[src/rtl/axis_pkt_gen_mc.sv]
// AXI4-Stream packet generator with programmable length table, packet limit, stop and inter-packet gap.
// Optional statistics counters are enabled by defining AXIS_PKT_GEN_STATS_EN.
module axis_pkt_gen_mc #(
    parameter int unsigned DW      = 512,
    parameter int unsigned NUM_LEN = 8,
    parameter int unsigned LEN_W   = 13,
    parameter int unsigned SEQ_W   = 16,
    parameter int unsigned DEF_LEN = 64
) (
    input  logic                       clk,
    input  logic                       resetn,
    input  logic                       start,
    input  logic                       stop,
    input  logic [31:0]                pkt_limit,
    input  logic [7:0]                 ipg,
    input  logic                       cfg_we,
    input  logic [$clog2(NUM_LEN)-1:0] cfg_addr,
    input  logic [LEN_W-1:0]           cfg_len,
    output logic                       busy,
    output logic                       done,
    output logic [DW-1:0]              axis_out_tdata,
    output logic [DW/8-1:0]            axis_out_tkeep,
    output logic                       axis_out_tlast,
    output logic [SEQ_W-1:0]           axis_out_tuser,
    output logic                       axis_out_tvalid,
    input  logic                       axis_out_tready
`ifdef AXIS_PKT_GEN_STATS_EN
    ,
    output logic [31:0]                stat_pkts,
    output logic [47:0]                stat_bytes
`endif
);

    localparam int unsigned DB = DW / 8;
    localparam int unsigned AW = $clog2(NUM_LEN);

    typedef enum logic [1:0] {S_IDLE, S_SEND, S_GAP} state_t;

    state_t            state, state_nxt;
    logic [LEN_W-1:0]  len_tab [NUM_LEN];
    logic [AW-1:0]     idx, load_idx;
    logic [LEN_W-1:0]  beat_cnt, last_beat, rem;
    logic [15:0]       data_cnt;
    logic [SEQ_W-1:0]  seq;
    logic [31:0]       pkts_sent, limit_r;
    logic [7:0]        ipg_r, gap_cnt;
    logic              stop_pend, done_r;
    logic              load, xfer, last_xfer, stop_now, limit_hit;
    logic [LEN_W-1:0]  ld_eff;
    int unsigned       eff_i;
    logic [DB-1:0]     keep_mask;

    assign xfer      = (state == S_SEND) && axis_out_tready;
    assign last_xfer = xfer && (beat_cnt == last_beat);
    assign stop_now  = stop_pend || stop;
    assign limit_hit = (limit_r != 32'd0) && ((pkts_sent + 32'd1) == limit_r);

    always_ff @(posedge clk) begin
        if (!resetn) state <= S_IDLE;
        else         state <= state_nxt;
    end

    always_comb begin
        state_nxt = state;
        load      = 1'b0;
        load_idx  = idx;
        case (state)
            S_IDLE: begin
                if (start) begin
                    state_nxt = S_SEND;
                    load      = 1'b1;
                    load_idx  = '0;
                end
            end
            S_SEND: begin
                if (last_xfer) begin
                    if (stop_now || limit_hit) begin
                        state_nxt = S_IDLE;
                    end else if (ipg_r != 8'd0) begin
                        state_nxt = S_GAP;
                    end else begin
                        state_nxt = S_SEND;
                        load      = 1'b1;
                        load_idx  = AW'(idx + 1'b1);
                    end
                end
            end
            S_GAP: begin
                // idx already advanced on the tlast transfer that entered the gap
                if (gap_cnt == 8'd1) begin
                    if (stop_now) begin
                        state_nxt = S_IDLE;
                    end else begin
                        state_nxt = S_SEND;
                        load      = 1'b1;
                    end
                end
            end
            default: state_nxt = S_IDLE;
        endcase
    end

    // Zero-length entries behave as a single byte
    always_comb begin
        ld_eff = len_tab[load_idx];
        if (ld_eff == '0) ld_eff = LEN_W'(1);
        eff_i = 32'(ld_eff);
    end

    always_comb begin
        keep_mask = '0;
        for (int unsigned i = 0; i < DB; i++) keep_mask[i] = (i < 32'(rem));
    end

    always_ff @(posedge clk) begin
        if (!resetn) begin
            for (int unsigned i = 0; i < NUM_LEN; i++) len_tab[i] <= LEN_W'(DEF_LEN);
            idx       <= '0;
            beat_cnt  <= '0;
            last_beat <= '0;
            rem       <= '0;
            data_cnt  <= '0;
            seq       <= '0;
            pkts_sent <= '0;
            limit_r   <= '0;
            ipg_r     <= '0;
            gap_cnt   <= '0;
            stop_pend <= 1'b0;
            done_r    <= 1'b0;
        end else begin
            if (cfg_we) len_tab[cfg_addr] <= cfg_len;
            if (state == S_IDLE && start) begin
                limit_r   <= pkt_limit;
                ipg_r     <= ipg;
                data_cnt  <= 16'd1;
                seq       <= '0;
                idx       <= '0;
                pkts_sent <= '0;
            end
            if (xfer) begin
                data_cnt <= data_cnt + 16'd1;
                beat_cnt <= beat_cnt + 1'b1;
            end
            if (last_xfer) begin
                seq       <= seq + 1'b1;
                idx       <= AW'(idx + 1'b1);
                pkts_sent <= pkts_sent + 32'd1;
                gap_cnt   <= ipg_r;
            end
            if (state == S_GAP) gap_cnt <= gap_cnt - 8'd1;
            if (load) begin
                beat_cnt  <= '0;
                last_beat <= LEN_W'((eff_i - 32'd1) / DB);
                rem       <= LEN_W'(eff_i % DB);
            end
            if (state_nxt == S_IDLE)                stop_pend <= 1'b0;
            else if (stop && state != S_IDLE)       stop_pend <= 1'b1;
            done_r <= (state != S_IDLE) && (state_nxt == S_IDLE);
        end
    end

`ifdef AXIS_PKT_GEN_STATS_EN
    logic [LEN_W-1:0] cur_len;
    logic [48:0]      bytes_sum;

    assign bytes_sum = {1'b0, stat_bytes} + 49'(cur_len);

    always_ff @(posedge clk) begin
        if (!resetn) begin
            cur_len    <= '0;
            stat_pkts  <= '0;
            stat_bytes <= '0;
        end else begin
            if (load) cur_len <= ld_eff;
            if (last_xfer) begin
                if (stat_pkts != '1) stat_pkts <= stat_pkts + 32'd1;
                stat_bytes <= bytes_sum[48] ? '1 : bytes_sum[47:0];
            end
        end
    end
`endif

    assign busy            = (state != S_IDLE);
    assign done            = done_r;
    assign axis_out_tvalid = (state == S_SEND);
    assign axis_out_tlast  = axis_out_tvalid && (beat_cnt == last_beat);
    assign axis_out_tdata  = {(DW/16){data_cnt}};
    assign axis_out_tuser  = seq;
    assign axis_out_tkeep  = !axis_out_tvalid ? '0 :
                             (axis_out_tlast && rem != '0) ? keep_mask : '1;

endmodule

[config.mk]
export PLATFORM = sky130hd
export DESIGN_NAME = axis_pkt_gen_mc
export DESIGN_NICKNAME = d
export VERILOG_FILES = /design/src/rtl/axis_pkt_gen_mc.sv
export SDC_FILE = /design/constraint.sdc
export NUM_CORES = 1
export LEC_CHECK = 0
export BUFFER_PORTS_ARGS = -buffer_cell sky130_fd_sc_hd__buf_2
export CORE_AREA = 2 2 257 259
export CTS_BUF_LIST = sky130_fd_sc_hd__clkbuf_8
export DETAILED_ROUTE_END_ITERATION = 16
export DIE_AREA = 0 0 259 261
export SKIP_CTS_REPAIR_TIMING = 1
export SYNTH_ARGS = -nofsm -noshare
export SYNTH_HDL_FRONTEND = slang
export SYNTH_SLANG_ARGS = --single-unit
[constraint.sdc]
create_clock -name clk -period 5.6 [get_ports clk]
set_clock_uncertainty 0.05 [all_clocks]
set_input_delay 0.84 -clock clk [delete_from_list [all_inputs] [get_ports clk]]
set_output_delay 0.84 -clock clk [all_outputs]
set_load 0.01 [all_outputs]
== After elaboration in Yosys (flattened, before gate mapping) ==
Memory sizes are Yosys's and may differ from the RTL's.
Cells that the tools add are included.

* Flip-flop bits (word level): 151
* Bits in latches: 0
* Memory bits (writable): 104
* ROM bits: 0
* Bits of input ports: 62
* Output and inout bits: 596
* Word-level logic and storage cells: 153
* Memories: 1

* $add $sub $neg: 7
* $mul: 0
* Div/mod/pow operators: 0
* Order comparisons: 64
* Equality and inequality tests: 5
* Shifts and indexed selects: 0
* Mux-type cells: 39
* Bitwise logic cells: 1
* Reduce and logical (&&, ||, !) cells: 23

{| class="wikitable"
|+ Memories
! name !! depth !! bits a word !! read ports !! clocked after Yosys merged registers in !! write ports !! RTL line !! source
|-
| len_tab || 8 || 13 || 1 || 0 || 8 || 40 || <nowiki>logic [LEN_W-1:0] len_tab [NUM_LEN];</nowiki>
|}

{| class="wikitable"
|+ Operators by type and width
! cell !! number
|-
| < comparator 6 bit, first input constant || 32
|-
| 2-to-1 mux 64 bit || 2
|-
| < comparator 5 x 6 -> 1 bit, first input constant || 16
|-
| 2-to-1 mux 16 bit || 4
|-
| 2-to-1 mux 32 bit || 2
|-
| < comparator 4 x 6 -> 1 bit, first input constant || 8
|-
| adder 16 x 1 -> 16 bit, second input constant || 2
|-
| adder 32 x 1 -> 32 bit, second input constant || 1
|-
| equality test 32 bit || 1
|-
| nonzero test 32 bit || 1
|-
| 2-to-1 mux 13 bit || 2
|-
| < comparator 3 x 6 -> 1 bit, first input constant || 4
|-
| 2-to-1 mux 3 bit || 7
|-
| 2-to-1 mux 8 bit || 2
|-
| subtractor 13 x 1 -> 14 bit, second input constant || 1
|-
| adder 13 x 1 -> 13 bit, second input constant || 1
|-
| equality test 13 bit || 1
|-
| zero test 13 bit || 1
|-
| nonzero test 13 bit || 1
|-
| OR reduction 13 bit || 1
|-
| < comparator 1 x 6 -> 1 bit, first input constant || 2
|-
| < comparator 2 x 6 -> 1 bit, first input constant || 2
|-
| 2-to-1 mux 1 bit || 12
|-
| 2-to-1 mux 2 bit || 5
|-
| other kinds (15) || 28
|}

== Logic depth before layout (Yosys ltp) ==
An unclocked memory read counts as a cell.

* Depth in word-level cells: 11
* Mapped depth: 18
* Depth with buffers taken out: 15

== Worst setup path before layout ==
OpenSTA, ideal clock, no wires.

* Path kind: register to register
* Start point: reg pkts_sent[0]
* End point: reg last_beat[0]
* Setup time: 122 ps
* Arrival: 4410 ps
* Data required time: 5428 ps
* Setup slack: 1018 ps
* Stages on the path, launching flop included: 18
* Buffers on the path: 2
* Period minus slack after synthesis: 4582 ps
* Cell sequence: dfxtp_1 -> ha_1 -> nand3_1 -> clkbuf_1 -> nor4_1 -> nand4_1 -> xnor2_1 -> nor4_4 -> a41oi_4 -> mux2i_4 -> buf_4 -> mux2i_1 -> mux2i_1 -> mux2i_1 -> nand4_1 -> nor3b_4 -> a211oi_1 -> a311o_1

* Cells in the longest elaborated chain, start to end: 11
* Elaborated cells between the ends (all ways): 14

{| class="wikitable"
|+ RTL lines
! item !! RTL line !! source
|-
| from (decl) || 45 || <nowiki>logic [31:0] pkts_sent, limit_r;</nowiki>
|-
| from (signal assigned) || 147 || <nowiki>pkts_sent <= pkts_sent + 32'd1;</nowiki>
|-
| adder 32 x 1 -> 32 bit * || 56 || <nowiki>assign limit_hit = (limit_r != 32'd0) && ((pkts_sent + 32'd1) == limit_r);</nowiki>
|-
| equality test 32 bit * || 56 ||
|-
| logical AND 1 bit * || 56 ||
|-
| logical OR 1 bit * || 77 || <nowiki>if (stop_now || limit_hit) begin</nowiki>
|-
| 2-to-1 mux 3 bit || 77 ||
|-
| 2-to-1 mux 3 bit || 76 || <nowiki>if (last_xfer) begin</nowiki>
|-
| one-hot mux 3 bit (2 select lines) || 67 || <nowiki>case (state)</nowiki>
|-
| memory (8 x 13 bit) || - ||
|-
| zero test 13 bit || 106 || <nowiki>if (ld_eff == '0) ld_eff = LEN_W'(1);</nowiki>
|-
| 2-to-1 mux 13 bit || 106 ||
|-
| subtractor 13 x 1 -> 14 bit || 153 || <nowiki>last_beat <= LEN_W'((eff_i - 32'd1) / DB);</nowiki>
|-
| to (signal assigned) || 153 ||
|-
| to (decl) || 42 || <nowiki>logic [LEN_W-1:0] beat_cnt, last_beat, rem;</nowiki>
|}

Mark *: on every way between the ends. The rest lies on a longest branch, timed or not.
A chain may end at the register's enable or synchronous reset.

== Worst setup path after layout ==
* Start point: reg pkts_sent[11]
* End point: reg last_beat[1]

Same word-level chain as after synthesis.

==> results_dict.tcl <==
set metrics [dict create \
    synthToLayoutAreaGrowth_pct 8.13 \
    pin_count 658 \
    clk_latency_ns 0.61 \
    worst_pin_slew_ns 1.21 \
    cts-root-buf "clkbuf_8" \
    ys_ff_latch 250 \
    postLayoutCoreUtil_pct 28.8 \
    rsz0062_at_grt "no" \
    fill_cells 7018 \
    routed_via_density 4.60 \
    startpoint_type "flop" \
    post_drt_wl_per_cell_um 16.4 \
    drt_pass1_iterations 5 \
    synth_edf_count 104 \
    layout_common_cells "buf_2 (657), nand2_1 (221), a21oi_1 (162)" \
    r2r_cells 15 \
    ys_types 80 \
    cts_sinks 250 \
    final_hold_viol_count 0 \
    fin_area_mm2 0.0187 \
    die_x_um 259 \
    critPathCaptureType "flop" \
    clock_path_buffers 3 \
    ys.flop_type "dfxtp_1" \
    synth_nets 2146 \
    worstSetupPathType "reg2reg" \
    reg2reg_slack_ns 0.42 \
    ys_seq_area_share_pct 34.9 \
    holdPathStages 3 \
    hpwl_um 36800 \
    seq_area_mm2 0.00605 \
    numCtsBuffers 44 \
    post-place-cells 3037 \
    avgSynthCellArea_um2 8.34 \
    grt_pass1_vias 12196 \
    drc 0 \
    initial_utilization_pct 26.6 \
    required_ns 6.02 \
    die_y_um 261 \
    port_buffers 657 \
    synthCells 2077 \
    post_dp_cell_area_mm2 0.0179 \
    slowest_stage "or4_1" \
    peakVddDrop_mv 0.184 \
    crit_arrival_ns 5.60 \
    grtUsageTotal_pct 13.9 \
    synth_warnings 0 \
    antenna_found_initial 4 \
    syn-cell-area_mm2 0.0173 \
    power-per-cell-area_mw_per_mm2 231 \
    layout-drive-gt1-share_pct 35.9 \
    timing.hold.ws_ns 0.412 \
    row_count 94 \
    grt_pass1_wl_um 73400 \
    grt_max_degree 61 \
    setup_violations 0 \
    multi_input_area_mm2 0.00709 \
    routed_wl_um 51100 \
    core_area_mm2 0.0650 \
    fmax_ghz 0.193 \
    ant_nets 0 \
    p_leak_uw 0.00900 \
    drv_cap 0 \
    place_congestion 0.919 \
    cts_tree "yes" \
    async_flop_share_pct 0 \
    maxSlewHeadroom_pct 19.2 \
    worstPathMaxFanout 19 \
    tns_ns 0 \
    grt-ovfl-total 0 \
    h-tree-depth 2 \
    cts.clk_slew.worst_paths_ns 0.06 \
    final_common_cell "buf_2" \
    crit_path_cell_trace "nand4_4 -> or4_1 -> or3_1 -> a221oi_1 -> and4_1 -> nand4_1 -> nand4_1 -> nand2_2 -> buf_4 -> mux2i_1 -> a32oi_1 -> and4b_1 -> nand4_2 -> and4_1 -> o31a_1" \
    slew_violations 0 \
    status "finished, final reports clean" \
    fin_nets 2288 \
    hold_class "in2reg" \
    die_area_mm2 0.0676 \
    period_needed_ns 5.18 \
    final_cells 3115 \
    cp_slowest_stage_delay_ns 0.63 \
    num_vias 14314 \
    fin_crit_sh_pct 92.5 \
    drt_iter0_markers 1190 \
]
==> area by class of cell <==
cell class	instances	area share [%]
Multi-Input combinational cell	1211	37.9
Sequential cell	250	32.3
Timing Repair Buffer	695	19.1
Tap cell	864	5.77
Clock buffer	52	3.82
Clock inverter	25	0.715
Inverter	17	0.347
Antenna cell	1	0.0134
==> power by group <==
part | internal, uW | switching [uW]
Combinational | 221 | 407
Clock | 850 | 783
Sequential | 1980 | 82.3
Total | 3050 | 1270
==> cells in the mapped netlist, drive strengths merged (5+ instances only) <==
| master | instances | share of area [%] |
|---|---|---|
| clkbuf | 74 | 1.6 |
| and2 | 116 | 4.2 |
| edfxtp | 104 | 18 |
| nor2b | 8 | 0.29 |
| nand2b | 14 | 0.51 |
| a21oi | 162 | 4.7 |
| ha | 7 | 0.51 |
| o21ai | 60 | 1.7 |
| and3 | 20 | 0.72 |
| o211ai | 7 | 0.30 |
| nor3 | 40 | 1.2 |
| nand3b | 8 | 0.35 |
| nand2 | 225 | 4.9 |
| or4 | 6 | 0.26 |
| buf | 525 | 22 |
| o21a | 8 | 0.35 |
| nor2 | 142 | 3.1 |
| nand4 | 36 | 1.5 |
| nor3b | 6 | 0.33 |
| a211oi | 14 | 0.71 |
| xnor2 | 32 | 1.6 |
| or2 | 10 | 0.36 |
| nor4 | 23 | 1.0 |
| inv | 17 | 0.37 |
| and4 | 9 | 0.47 |
| or3 | 20 | 0.72 |
| mux2i | 49 | 3.0 |
| a22oi | 5 | 0.22 |
| a31oi | 15 | 0.54 |
| dfxtp | 146 | 17 |
| xor2 | 35 | 1.8 |
| nand3 | 73 | 2.2 |
==> stage by stage <==
stage	setup slack, ns	power, uW
finish	0.418	4330
global route	0.137	4520
CTS	0.462	4370
detailed placement	0.484	2730
global placement	0.540	2730
floorplan	1.02	2490
==> critical path: cells and delay by family (launching register included) <==
family / cells / cell delay (ns)
AO/OA/AOI/OAI: 3 / 0.75
buffers and inverters: 1 / 0.34
flip-flops: 1 / 0.53
multiplexers: 1 / 0.14
AND/OR/NAND/NOR: 10 / 3.23
==> registers in the layout, indices dropped and copies added (netlist names) <==
register,flops
axis_out_tuser,16
beat_cnt,13
data_cnt,16
done,1
gap_cnt,8
idx,3
ipg_r,8
last_beat,8
len_tab,104
limit_r,32
pkts_sent,32
rem,6
state,2
stop_pend,1
==> path summary, 6_finish.rpt <==
| check | from | to |
|---|---|---|
| max | pkts_sent[11] | last_beat[1] |
| min | ipg[6] | ipg_r[6] |
| max reg2reg | pkts_sent[11] | last_beat[1] |
| min reg2reg | gap_cnt[5] | gap_cnt[5] |
==> routing by layer <==
metal	vias to the layer above	share of wire [%]	track usage, %
met5	-	0	0
met4	0	2.3	4.06
met3	79	7.4	2.06
met2	633	47	23.1
met1	6682	43	18.5
li1	6920	-	-
==> kinds of logic after synthesis <==
logic type,share of synthesized area (%)
compound gates,11.1
xor+xnor,3.39
fa+ha+maj,0.506
buf+inv,24.4
flops,34.9
mux,3.11
simple gates,22.6
No activity file was read; power rests on OpenSTA's default activity.
